**src/rtl/pipeline_pkg.sv**
```systemverilog
// Shared pipeline types: ALUOp encodings, the ID/EX control bundle and the
// hazard-stall FSM state.
package pipeline_pkg;

  localparam logic [1:0] ALUOP_MEM   = 2'b00;
  localparam logic [1:0] ALUOP_RTYPE = 2'b10;
  localparam logic [1:0] ALUOP_IMM   = 2'b11;

  typedef struct packed {
    logic       reg_dst;
    logic       alu_src;
    logic       mem_to_reg;
    logic       reg_write;
    logic       mem_read;
    logic       mem_write;
    logic       branch;
    logic [1:0] alu_op;
  } ctrl_t;

  localparam ctrl_t CTRL_NOP = '0;

  typedef enum logic {
    RUN   = 1'b0,
    STALL = 1'b1
  } state_e;

endpackage

```
**src/rtl/load_use_detect.sv**
```systemverilog
// Load-use hazard detect: the ID instruction reads the register that the
// load currently in EX is about to write.
module load_use_detect (
  input  logic       ex_mem_read_i,
  input  logic [4:0] ex_rt_i,
  input  logic [4:0] id_rs_i,
  input  logic [4:0] id_rt_i,
  input  logic       id_reg_dst_i,
  input  logic       id_mem_write_i,
  input  logic       id_branch_i,
  output logic       haz_o
);

  logic rt_used;

  // rt is a source for R-type, store data and branch compare; $0 never hazards.
  assign rt_used = id_reg_dst_i | id_mem_write_i | id_branch_i;
  assign haz_o   = ex_mem_read_i & (ex_rt_i != 5'd0) &
                   ((ex_rt_i == id_rs_i) | (rt_used & (ex_rt_i == id_rt_i)));

endmodule

```
**src/rtl/id_ex_hazard_stage.sv**
```systemverilog
// ID/EX pipeline register with load-use stall FSM, flush bubbles and a
// saturating count of hazard-stall cycles.
module id_ex_hazard_stage
  import pipeline_pkg::*;
#(
  parameter int LOAD_BUBBLES = 1,
  parameter int STALL_CNT_W  = 16
) (
  input  logic                   clk,
  input  logic                   rst_n,
  input  logic                   id_reg_dst,
  input  logic                   id_alu_src,
  input  logic                   id_mem_to_reg,
  input  logic                   id_reg_write,
  input  logic                   id_mem_read,
  input  logic                   id_mem_write,
  input  logic                   id_branch,
  input  logic [1:0]             id_alu_op,
  input  logic [31:0]            id_pc_plus4,
  input  logic [31:0]            id_rd_data1,
  input  logic [31:0]            id_rd_data2,
  input  logic [31:0]            id_imm,
  input  logic [4:0]             id_rs,
  input  logic [4:0]             id_rt,
  input  logic [4:0]             id_rd,
  input  logic [5:0]             id_funct,
  input  logic                   flush,
  output logic                   ex_reg_dst,
  output logic                   ex_alu_src,
  output logic                   ex_mem_to_reg,
  output logic                   ex_reg_write,
  output logic                   ex_mem_read,
  output logic                   ex_mem_write,
  output logic                   ex_branch,
  output logic [1:0]             ex_alu_op,
  output logic [31:0]            ex_pc_plus4,
  output logic [31:0]            ex_rd_data1,
  output logic [31:0]            ex_rd_data2,
  output logic [31:0]            ex_imm,
  output logic [4:0]             ex_rs,
  output logic [4:0]             ex_rt,
  output logic [4:0]             ex_rd,
  output logic [5:0]             ex_funct,
  output logic                   pc_write,
  output logic                   if_id_write,
  output logic                   stall,
  output logic [STALL_CNT_W-1:0] stall_cycles
);

  localparam logic [1:0] BUB_INIT = 2'(LOAD_BUBBLES - 1);

  function automatic logic [STALL_CNT_W-1:0] sat_inc(input logic [STALL_CNT_W-1:0] v);
    return (&v) ? v : v + {{(STALL_CNT_W-1){1'b0}}, 1'b1};
  endfunction

  ctrl_t                  id_ctrl, ctrl_d, ctrl_q;
  state_e                 state_d, state_q;
  logic [1:0]             cnt_d, cnt_q;
  logic [STALL_CNT_W-1:0] stall_cnt_q;
  logic [31:0]            pc_plus4_q, rd_data1_q, rd_data2_q, imm_q;
  logic [4:0]             rs_q, rt_q, rd_q;
  logic [5:0]             funct_q;
  logic                   haz;

  assign id_ctrl = '{reg_dst: id_reg_dst, alu_src: id_alu_src, mem_to_reg: id_mem_to_reg,
                     reg_write: id_reg_write, mem_read: id_mem_read, mem_write: id_mem_write,
                     branch: id_branch, alu_op: id_alu_op};

  load_use_detect u_detect (
    .ex_mem_read_i  (ctrl_q.mem_read),
    .ex_rt_i        (rt_q),
    .id_rs_i        (id_rs),
    .id_rt_i        (id_rt),
    .id_reg_dst_i   (id_reg_dst),
    .id_mem_write_i (id_mem_write),
    .id_branch_i    (id_branch),
    .haz_o          (haz)
  );

  always_ff @(posedge clk or negedge rst_n) begin
    if (!rst_n) begin
      state_q     <= RUN;
      cnt_q       <= 2'd0;
      stall_cnt_q <= '0;
    end else begin
      state_q <= state_d;
      cnt_q   <= cnt_d;
      if (stall) stall_cnt_q <= sat_inc(stall_cnt_q);
    end
  end

  // Flush outranks the hazard; both load a bubble instead of the ID control.
  always_comb begin
    state_d = state_q;
    cnt_d   = cnt_q;
    ctrl_d  = id_ctrl;
    case (state_q)
      RUN: begin
        if (flush) begin
          ctrl_d = CTRL_NOP;
        end else if (haz) begin
          ctrl_d = CTRL_NOP;
          cnt_d  = BUB_INIT;
          if (BUB_INIT != 2'd0) state_d = STALL;
        end
      end
      STALL: begin
        ctrl_d = CTRL_NOP;
        if (flush) begin
          cnt_d   = 2'd0;
          state_d = RUN;
        end else begin
          cnt_d = cnt_q - 2'd1;
          if (cnt_q == 2'd1) state_d = RUN;
        end
      end
      default: state_d = RUN;
    endcase
  end

  always_comb begin
    stall       = ~flush & (haz | (state_q == STALL));
    pc_write    = ~stall;
    if_id_write = ~stall;
  end

  // ID -> EX register; datapath fields load even under a bubble.
  always_ff @(posedge clk or negedge rst_n) begin
    if (!rst_n) begin
      ctrl_q     <= CTRL_NOP;
      pc_plus4_q <= '0;
      rd_data1_q <= '0;
      rd_data2_q <= '0;
      imm_q      <= '0;
      rs_q       <= '0;
      rt_q       <= '0;
      rd_q       <= '0;
      funct_q    <= '0;
    end else begin
      ctrl_q     <= ctrl_d;
      pc_plus4_q <= id_pc_plus4;
      rd_data1_q <= id_rd_data1;
      rd_data2_q <= id_rd_data2;
      imm_q      <= id_imm;
      rs_q       <= id_rs;
      rt_q       <= id_rt;
      rd_q       <= id_rd;
      funct_q    <= id_funct;
    end
  end

  assign ex_reg_dst    = ctrl_q.reg_dst;
  assign ex_alu_src    = ctrl_q.alu_src;
  assign ex_mem_to_reg = ctrl_q.mem_to_reg;
  assign ex_reg_write  = ctrl_q.reg_write;
  assign ex_mem_read   = ctrl_q.mem_read;
  assign ex_mem_write  = ctrl_q.mem_write;
  assign ex_branch     = ctrl_q.branch;
  assign ex_alu_op     = ctrl_q.alu_op;
  assign ex_pc_plus4   = pc_plus4_q;
  assign ex_rd_data1   = rd_data1_q;
  assign ex_rd_data2   = rd_data2_q;
  assign ex_imm        = imm_q;
  assign ex_rs         = rs_q;
  assign ex_rt         = rt_q;
  assign ex_rd         = rd_q;
  assign ex_funct      = funct_q;
  assign stall_cycles  = stall_cnt_q;

endmodule

```
**config.mk**
```make
export PLATFORM = sky130hd
export DESIGN_NAME = id_ex_hazard_stage
export DESIGN_NICKNAME = d
export VERILOG_FILES = /design/src/rtl/pipeline_pkg.sv /design/src/rtl/load_use_detect.sv /design/src/rtl/id_ex_hazard_stage.sv
export SDC_FILE = /design/constraint.sdc
export NUM_CORES = 1
export LEC_CHECK = 0
export BUFFER_PORTS_ARGS = -buffer_cell sky130_fd_sc_hd__buf_2
export CAP_MARGIN = 20
export CORE_AREA = 2 2 133 135
export DETAILED_ROUTE_END_ITERATION = 10
export DIE_AREA = 0 0 135 137
export MAX_ROUTING_LAYER = met4
export PLACE_DENSITY = 0.7
export SETUP_SLACK_MARGIN = 0.3
export SLEW_MARGIN = 10
export SYNTH_ARGS = -nofsm -noshare
export SYNTH_HDL_FRONTEND = slang
export SYNTH_HIERARCHICAL = 1
export SYNTH_SLANG_ARGS = --single-unit
export TNS_END_PERCENT = 100
```
**constraint.sdc**
```tcl
create_clock -name clk -period 6.3 [get_ports clk]
set_input_delay 0.63 -clock clk [delete_from_list [all_inputs] [get_ports clk]]
set_output_delay 0.63 -clock clk [all_outputs]
set_load 0.02 [all_outputs]
```
==> results of run 1 <==
-- final timing paths --
kind,to,slack (ns),from
max,if_id_write,3.47,ex_rt[0]
min,ex_rt[2],0.26,rst_n
max reg2reg,stall_cycles[15],3.83,ex_rt[3]
max in group asynchronous,ex_imm[27],4.61,rst_n
min in group clk,ex_rd_data2[27],0.31,id_rd_data2[27]
min reg2reg,cnt_q[0],0.51,cnt_q[0]
-- placed cells by master, fill, tap and decap left out, drive strengths merged, types with 2 or more instances in the layout --
master | Yosys | layout
nand3 | 7 | 7
nor3 | 5 | 5
o21ai | 3 | 3
a21oi | 4 | 4
and2 | 9 | 9
nand2b | 2 | 2
xnor2 | 9 | 9
xor2 | 12 | 12
nor4 | 3 | 3
dfrtp | 177 | 177
a31oi | 2 | 2
nand2 | 4 | 4
mux2 | 2 | 2
clkinv | 0 | 7
diode | 0 | 6
nand4 | 7 | 7
nor2 | 5 | 5
inv | 4 | 10
and3 | 4 | 4
buf | 1 | 337
clkbuf | 0 | 18
ha | 2 | 2
-- synthesized netlist by cell type (2+ instances only) --
| master | n | area, µm² |
|---|---|---|
| a21oi_1 | 4 | 20.0 |
| a31oi_1 | 2 | 12.5 |
| and2_1 | 9 | 56.3 |
| and3_1 | 4 | 25.0 |
| dfrtp_1 | 177 | 4430 |
| ha_1 | 2 | 25.0 |
| inv_1 | 4 | 15.0 |
| nand2_1 | 4 | 15.0 |
| nand2b_1 | 2 | 12.5 |
| nand3_1 | 6 | 30.0 |
| nand4_1 | 5 | 31.3 |
| nand4_4 | 2 | 42.5 |
| nor2_1 | 4 | 15.0 |
| nor3_1 | 3 | 15.0 |
| nor3_2 | 2 | 20.0 |
| o21ai_0 | 2 | 10.0 |
| xnor2_1 | 9 | 78.8 |
| xor2_1 | 12 | 105 |
-- power by group through the flow --
stage	sequential (W)	combinational [W]	clock [W]
after floorplan	0.00131	0.0000156	0
after global placement	0.00123	0.000228	0
after detailed placement	0.00123	0.000231	0
after CTS	0.00121	0.000232	0.00113
after global routing	0.00122	0.000245	0.00117
final	0.00121	0.000227	0.00109
-- worst max-delay path, cell delays in order, from the launching register on --
cell,delay [ns]
dfrtp_1,0.43
or4_1,0.55
o21ai_1,0.14
a21oi_1,0.11
o21bai_4,0.32
buf_2,0.23
-- cell families after synthesis --
family,after synthesis,share of synthesized area [%]
AO/OA/AOI/OAI,14,1.92
XOR/XNOR,21,3.57
adder cells (fa/ha/maj),2,0.486
buffers and inverters,5,0.437
flip-flops,177,86.0
multiplexers,2,0.510
AND/OR/NAND/NOR,52,7.09
-- cell type report --
cell class | instances | share of cell area [%]
Clock buffer | 17 | 5.47
Sequential cell | 177 | 57.0
Tap cell | 225 | 3.62
Inverter | 4 | 0.193
Timing Repair Buffer | 338 | 21.9
Antenna cell | 6 | 0.193
Clock inverter | 15 | 2.66
Multi-Input combinational cell | 91 | 9.00
-- routing by layer --
layer	track usage, %	up-vias	wire length, µm
li1	-	1635	-
met1	18.2	1749	5690
met2	25.7	175	7550
met3	5.59	12	1220
met4	6.13	0	179
met5	-	-	0
-- per-stage QoR --
step           worst slack [ns]  utilization [%]  instances
3_3_place_gp               3.55             41.8        835
5_1_grt                    3.33             45.6        873
6_report                   3.47             45.6        873
2_1_floorplan              3.83                -        273
3_5_place_dp               3.50             41.8        835
4_1_cts                    3.40             45.5        867
==> reports/metrics.csv, run 1 <==
stage,metric,value,unit
run_status,status,completed,
logic_synthesis,synthArstFlopShare,100,%
sta,fin_skew,0.00991,ns
place,port_buffers,337,
die,core_area,17100,µm²
logic_synthesis,synth_seq_cells,177,
final_layout,area_delta_synth_final,50.9,%
cts,numCtsBuffers,17,
sta,fin_setup_tns,0,ns
power_and_ir_drop,peakVddDrop,178,µV
detailed_routing,wire_per_inst,16.8,µm
final_layout,multi_input_area,699,µm²
final_layout,layout.nets,792,
detailed_routing,wl,14600,µm
cts,cts_buffer_depth,2,
cts,post_cts_resized,0,
cts,root_buffer,clkbuf_16,
power_and_ir_drop,netSwitchingPower,0.000674,W
die,dieHeight,137,µm
sta,fin_hold_ws,0.264,ns
hold_path,hold_path_class,input port to async pin,
sta,fmax,0.354,GHz
sta,finalCriticalPeriod,2.83,ns
cts,clk_latency,0.42,ns
final_layout,finalInstanceArea,7770,µm²
logic_synthesis,post_synth.cell_area_avg,18.9,µm²
worst_setup_path,worstPathMaxFanout,11,
power_and_ir_drop,p_clk_share,43.1,%
detailed_routing,ant_nets,0,
global_routing,grt_pass1_vias,3576,
logic_synthesis,syn_nets,436,
sta,hold_violations,0,
detailed_routing,vias_per_cell,4.09,
place,dpl_cell_area,7130,µm²
detailed_routing,drc,0,
global_routing,grt_usage,15.9,%
power_and_ir_drop,swShare,26.7,%
die,initial_core_util,30.2,%
cts,cts.sinks,177,
die,die-area,18500,µm²
logic_synthesis,yosys_warnings,6,
logic_synthesis,synthCells,273,
power_and_ir_drop,total_leakage_power,4.08,nW
logic_synthesis,seq_area_frac_synth,86.0,%
detailed_routing,first_pass_iters,4,
global_routing,grt_pass1_wl,20700,µm
global_routing,antenna_found_initial,6,
sta,rsz0062_at_grt,false,
worst_setup_path,ff2ff_path_depth,8,
cts,holdBufCountCts,0,
logic_synthesis,post_synth_num_cell_types,38,
die,row_count,48,
cts,cts.clk_slew.worst_paths,0.08,ns
power_and_ir_drop,p_seq_share,47.9,%
sta,slew_headroom,38.6,%
global_routing,grt_max_degree,106,
final_layout,drive_gt1_share,59.2,%
power_and_ir_drop,p_per_area,325,nW/µm²
cts,cts_tree,built,
worst_setup_path,required,5.67,ns
sta,setup_viol,0,
sta,tightest_slew,0.921,ns
cts,h-tree-depth,4,
final_layout,fillers,1582,
global_routing,grt-ovfl-total,0,
worst_setup_path,critPathKind,register to output pin,
detailed_routing,drtIter0Drc,114,
place,routabilityCongestion,0.827,
die,die_w,135,µm
sta,fin_crit_sh,44.9,%
power_and_ir_drop,p_total,0.00253,W
die,ios,338,
logic_synthesis,synth_ff_type,dfrtp_1,
cts,postCtsSetupRepairBufs,0,
logic_synthesis,synth_edf_count,0,
worst_setup_path,worstSetupEndpointType,output pin,
job,maxCapViolations,0,
power_and_ir_drop,comb_power_share,9.0,%
logic_synthesis,syn-cell-area,5150,µm²
worst_setup_path,worstPathArrival,2.20,ns
final_layout,seq_area,4430,µm²
power_and_ir_drop,intPower,0.00185,W
sta,slew_violations,0,
detailed_routing,vias,3571,
worst_setup_path,start_kind,register,
place,dp_hpwl,11600,µm
No activity file was read; power rests on OpenSTA's default activity.
==> run 2, diff against run 1 <==
ABC_AREA = 1   (was default)
CORE_AREA = 2 2 130 132   (was 2 2 133 135)
DIE_AREA = 0 0 132 134   (was 0 0 135 137)
PLACE_DENSITY = 0.77   (was 0.7)
clock period = 2.5 ns   (was 6.3 ns; I/O delays follow)
==> run 2 against run 1 <==
  * First-iteration DRC count up 26%
  * Flip-flop and latch count unchanged
  * Synthesized cell count up 43%
  * Cell area up 23%
  * Die area down 4.4%
  * Sequential power rose to 2.5 times the previous value
  * Critical path depth up 7
  * Sequential share of layout area down 11 points
  * Core utilization up 13 points
  * Hold slack worse by 0.23 ns
  * Wire length up 28%
==> reports/metrics.csv, run 2 <==
stage,metric,value,unit
run_status,status,completed,
logic_synthesis,synth_area_leader_cell,dfrtp_1,
power_and_ir_drop,total_leakage_power,5.00,nW
sta,slew_headroom,60.0,%
sta,fin_setup_tns,0,ns
cts,cts_tree,built,
logic_synthesis,yosysMostFrequentCell,dfrtp_1,
final_layout,final_cell_mix,"buf_2 (333), dfrtp_1 (177), dlygate4sd3_1 (148)",
place,dpl_cell_area,7430,µm²
die,core_area,16300,µm²
logic_synthesis,seq_area_frac_synth,81.6,%
global_routing,antenna_found_initial,3,
worst_setup_path,critPathKind,input port to output pin,
sta,fmax,0.479,GHz
logic_synthesis,post_synth_num_cell_types,22,
sta,setup_viol,0,
job,maxCapViolations,0,
logic_synthesis,synth_common_cells,"dfrtp_1 (177), nand2_1 (103), inv_1 (35)",
worst_setup_path,worstPathArrival,1.84,ns
power_and_ir_drop,p_per_area,678,nW/µm²
worst_setup_path,start_kind,input port,
logic_synthesis,yosys_warnings,6,
logic_synthesis,post_synth.cell_area_avg,13.9,µm²
sta,tightest_slew,0.600,ns
global_routing,grt_pass1_vias,5208,
die,dieHeight,134,µm
cts,root_buffer,clkbuf_16,
sta,hold_violations,0,
sta,fin_skew,0.00501,ns
detailed_routing,drc,0,
worst_setup_path,max_stage_delay,0.58,ns
worst_setup_path,worstPathMaxFanout,4,
place,routabilityCongestion,0.857,
power_and_ir_drop,swShare,27.4,%
global_routing,grt_max_degree,64,
power_and_ir_drop,comb_power_share,12.6,%
cts,numCtsBuffers,17,
die,row_count,47,
worst_setup_path,required,2.25,ns
sta,slew_violations,0,
logic_synthesis,synthArstFlopShare,100,%
die,initial_core_util,33.3,%
power_and_ir_drop,p_clk_share,40.4,%
global_routing,grt-ovfl-total,0,
hold_path,hold_path_class,input port to register,
sta,fin_crit_sh,83.6,%
power_and_ir_drop,netSwitchingPower,0.00178,W
cts,h-tree-depth,4,
final_layout,mostFrequentLayoutCell,buf_2,
detailed_routing,wire_per_inst,16.5,µm
die,die_w,132,µm
place,port_buffers,337,
die,die-area,17700,µm²
worst_setup_path,crit_path_cell_trace,"dlygate4sd3_1, buf_6, inv_1, nand2_1, nand2_1, nor2_1, nand3_1, a21oi_2, nor2_2, nor2_4, inv_2, buf_6",
final_layout,finalInstanceArea,9590,µm²
logic_synthesis,synth_ff_type,dfrtp_1,
final_layout,area_delta_synth_final,76.7,%
place,dp_hpwl,11400,µm
detailed_routing,vias,4817,
worst_setup_path,critPathSlowestCell,dlygate4sd3_1,
final_layout,drive_gt1_share,43.6,%
cts,cts.clk_slew.worst_paths,0.07,ns
logic_synthesis,syn-cell-area,5430,µm²
logic_synthesis,synth_seq_cells,177,
logic_synthesis,synth_edf_count,0,
sta,finalCriticalPeriod,2.09,ns
cts,cts.sinks,177,
die,ios,338,
logic_synthesis,syn_nets,554,
final_layout,layout.nets,1066,
detailed_routing,wl,18700,µm
cts,clk_latency,0.42,ns
sta,rsz0062_at_grt,true,
logic_synthesis,synth_top_area_share,81.6,%
logic_synthesis,synthCells,391,
power_and_ir_drop,intPower,0.00472,W
global_routing,grt_pass1_wl,28700,µm
detailed_routing,drtIter0Drc,144,
power_and_ir_drop,p_seq_share,47.0,%
power_and_ir_drop,peakVddDrop,409,µV
detailed_routing,first_pass_iters,4,
logic_synthesis,synthTopCellsByArea,"dfrtp_1 (82%), nand2_1 (7.1%), inv_1 (2.4%)",
detailed_routing,vias_per_cell,4.23,
detailed_routing,ant_nets,0,
worst_setup_path,worstSetupEndpointType,output pin,
cts,cts_buffer_depth,2,
global_routing,grt_usage,22.2,%
## run 2: cell count changes in the layout (fill, tap and decap cells not counted), sizes merged, moves of 4 or more
cell         change
dlygate4sd3    +148
nand2          +102
inv             +36
nor2            +30
and2             -9
xor2             -9
buf              +8
xnor2            -7
and3             -4
nand3            +4
nor3             -4
## run 2: path summary, 6_finish.rpt
| check | startpoint | to | slack, ns | cells past startpoint |
|---|---|---|---|---|
| max in group asynchronous | rst_n | ex_rd_data1[20] | 1.38 | 3 |
| min in group asynchronous | rst_n | ex_imm[8] | 0.38 | 2 |
| worst min register to register | cnt_q[0] | cnt_q[0] | 0.51 | 1 |
| worst max register to register | ex_rt[4] | stall_cycles[8] | 0.63 | 15 |
| worst min-delay path | id_mem_read | ex_mem_read | 0.04 | 3 |
| worst max-delay path | id_rs[3] | pc_write | 0.41 | 12 |
## run 2: power by group through the flow
stage               clock [W]  combinational (W)  sequential (W)
floorplan                   0          0.0000560         0.00329
CTS                   0.00267           0.000804         0.00305
global placement            0           0.000604         0.00310
detailed placement          0           0.000616         0.00310
finish                0.00263           0.000822         0.00306
global route          0.00280           0.000878         0.00307
## run 2: metrics by stage
step                utilization (%)  setup slack (ns)  hold WS (ns)  instances  total power, W
floorplan                         -             0.631       -0.0456        391         0.00335
global placement               45.6             0.737         0.274        949         0.00370
detailed placement             45.6             0.694         0.282        949         0.00372
CTS                            58.5             0.310       0.00609       1133         0.00652
global route                   58.9             0.269        0.0240       1139         0.00675
finish                         58.9             0.411        0.0362       1139         0.00651
## run 2: worst max-delay path, delay by kind of cell
family | cells | cell delay [ns]
compound gates | 1 | 0.17
buf+inv | 5 | 0.94
simple gates | 6 | 0.47
## run 2: kinds of logic (layout without fill, tap and decap cells)
group	Yosys count	in the layout	share of synthesized area [%]
flops	177	177	81.6
simple gates	162	162	13.6
other cells	0	3	0
buf+inv	39	564	2.90
fa+ha+maj	2	2	0.461
compound gates	6	6	0.645
xor+xnor	5	5	0.807
## run 2: area by class of cell
type | instances | area (µm²)
Multi-Input combinational cell | 175 | 851
Fill cell | 1282 | 6700
Sequential cell | 177 | 4430
Inverter | 37 | 139
Clock buffer | 18 | 429
Antenna cell | 3 | 7.51
Tap cell | 220 | 275
Clock inverter | 14 | 160
Timing Repair Buffer | 495 | 3300
## run 2: per-layer routing
layer	share of wire [%]	vias up	wire (µm)	GRT usage, %
met1	39	2312	7350	24.6
li1	-	2223	-	-
met2	51	242	9650	37.8
met4	2.8	0	520	9.54
met3	6.5	40	1230	6.31
met5	0	-	0	-
## run 2: repair_timing
item                                    4_1_cts  5_1_grt
hold buffers                                150        0
endpoints found under the setup margin        2        4
pin swaps                                     1        7
setup buffers                                 2        3
endpoints found under the hold margin       209        0
resized for setup                             0       11
==> run 3, diff against run 2 <==
clock period = 1.85 ns   (was 2.5 ns; I/O delays follow)
==> run 3 against run 2 <==
  * The run now ends with negative setup slack left
  * Hold slack gained 0.067 ns
  * Clock power grew 39%
  * Flip-flop and latch count is the same
  * Cell count grew 1.4%
  * Die area is the same
  * Combinational power grew 39%
  * Non-clock buffer count grew 17
  * Core utilization grew 1.1 points
  * Largest cell class unchanged
  * Highest routed layer unchanged
==> reports/metrics.csv, run 3 (synthesis results as in run 2) <==
stage,metric,value,unit
run_status,status,"complete, but fails checks",
run_status,failed_checks,negative setup slack,
sta,fin_skew,0.0130,ns
sta,rsz0062_at_grt,true,
global_routing,antenna_found_initial,2,
global_routing,grt_pass1_vias,5415,
hold_path,whs_path_depth,4,
worst_setup_path,ff2ff_path_depth,14,
place,routabilityCongestion,0.822,
cts,cts_tree,built,
die,core_area,16300,µm²
place,post-place-ws,0.0566,ns
sta,setup_viol,4,
final_layout,area_delta_synth_final,80.1,%
worst_setup_path,r2r_end,stall_cycles[15],
power_and_ir_drop,peakVddDrop,662,µV
detailed_routing,first_pass_iters,4,
final_layout,mostFrequentLayoutCell,buf_2,
worst_setup_path,start_kind,register,
detailed_routing,ant_nets,0,
hold_path,holdCritStartpoint,flush,
sta,fin_crit_sh,106,%
global_routing,grt_max_degree,61,
power_and_ir_drop,p_per_area,913,nW/µm²
worst_setup_path,worstPathArrival,1.77,ns
worst_setup_path,r2r_slack,0,ns
die,dieHeight,134,µm
die,row_count,47,
worst_setup_path,reg2reg_from,ex_rt[3],
worst_setup_path,required,1.66,ns
worst_setup_path,worstSetupEndpointType,output pin,
detailed_routing,drc,0,
place,port_buffers,337,
cts,clk_latency,0.42,ns
global_routing,grt_usage,22.6,%
detailed_routing,vias,4964,
sta,slew_violations,0,
detailed_routing,vias_per_cell,4.30,
detailed_routing,drtIter0Drc,259,
sta,fin_ws,-0.104,ns
global_routing,grt-ovfl-total,0,
place,dp_hpwl,11700,µm
job,maxCapViolations,0,
final_layout,layout.nets,1084,
detailed_routing,wl,19200,µm
sta,slew_headroom,60.5,%
die,initial_core_util,33.3,%
sta,hold_violations,0,
cts,numCtsBuffers,17,
final_layout,final_util,60.0,%
die,die_w,132,µm
sta,fmax,0.512,GHz
die,ios,338,
final_layout,final_cell_mix,"buf_2 (333), dfrtp_1 (172), dlygate4sd3_1 (159)",
global_routing,grt_pass1_wl,29200,µm
final_layout,drive_gt1_share,44.8,%
sta,finalCriticalPeriod,1.95,ns
cts,root_buffer,clkbuf_16,
die,die-area,17700,µm²
hold_path,hold_path_class,input port to register,
hold_path,hold_end,state_q,
detailed_routing,wire_per_inst,16.6,µm
cts,h-tree-depth,4,
sta,tightest_slew,0.593,ns
cts,cts.clk_slew.worst_paths,0.08,ns
power_and_ir_drop,total_leakage_power,5.05,nW
worst_setup_path,worstPathMaxFanout,4,
worst_setup_path,critPathKind,register to output pin,
cts,cts_buffer_depth,2,
cts,cts.sinks,177,
-- run 3: changes by cell type in the layout (fill, tap and decap cells not counted), moves of 2 or more --
cell,change
dlygate4sd3_1,+11
buf_4,+9
dfrtp_1,-5
dfrtp_2,+5
inv_1,-3
inv_6,-3
clkinvlp_4,+2
diode_2,-2
dlymetal6s4s_1,-2
inv_2,+2
inv_8,+2
nor2_4,+2
-- run 3: worst max path at each step --
| stage | depth (start not counted) | endpoint | start |
|---|---|---|---|
| final | 10 | if_id_write | ex_rt[3] |
| after global placement | 12 | stall_cycles[15] | ex_rt[1] |
| after floorplan | 13 | stall_cycles[13] | ex_rt[1] |
| after global routing | 10 | if_id_write | ex_rt[2] |
| after detailed placement | 12 | stall_cycles[15] | ex_rt[4] |
| after CTS | 9 | if_id_write | ex_rt[4] |
-- run 3: cell type report --
| class | count | area [µm²] |
|---|---|---|
| Clock inverter | 14 | 165 |
| Antenna cell | 1 | 2.50 |
| Fill cell | 1213 | 6510 |
| Tap cell | 220 | 275 |
| Clock buffer | 18 | 439 |
| Multi-Input combinational cell | 176 | 875 |
| Sequential cell | 177 | 4440 |
| Inverter | 37 | 141 |
| Timing Repair Buffer | 512 | 3440 |
-- run 3: per-layer routing --
| metal | up-vias | share of wire (%) | GRT usage [%] |
|---|---|---|---|
| met5 | - | 0 | - |
| met4 | 0 | 2.8 | 9.12 |
| met3 | 39 | 7.0 | 6.61 |
| met2 | 261 | 51 | 37.9 |
| met1 | 2394 | 39 | 25.5 |
| li1 | 2270 | - | - |
-- run 3: per-stage QoR --
stage          TNS [ns]  hold slack [ns]  area [µm²]  std cells  power, W
3_3_place_gp          0            0.198        7500        957   0.00502
3_5_place_dp          0            0.202        7500        957   0.00504
2_1_floorplan         0           -0.111        5450        391   0.00453
6_report         -0.296            0.104        9780       1155   0.00893
4_1_cts          -0.376           0.0813        9740       1151   0.00892
5_1_grt           -1.63            0.133        9780       1155   0.00926
-- run 3: timing repair --
item                       in CTS  in global routing
hold buffers                  159                  0
gates cloned                    0                  1
setup buffers                   3                  2
resized for setup               7                  4
pin swaps                       8                  7
hold endpoints to repair      207                  0
setup endpoints to repair      19                 28
-- run 3: critical path, stage by stage, from the launching register on --
cell	delay (ns)
dfrtp_2	0.40
inv_2	0.06
nand2_1	0.05
nand2_1	0.06
nor2_1	0.08
nand3_1	0.08
a21oi_2	0.19
nor2_2	0.08
nor2_4	0.15
inv_4	0.06
buf_6	0.13
-- run 3: report_power, final --
group          internal [W]  switching [W]  total [W]
logic              0.000526       0.000611    0.00114
registers           0.00406      0.0000759    0.00413
clock network       0.00197        0.00169    0.00366
total               0.00655        0.00237    0.00893
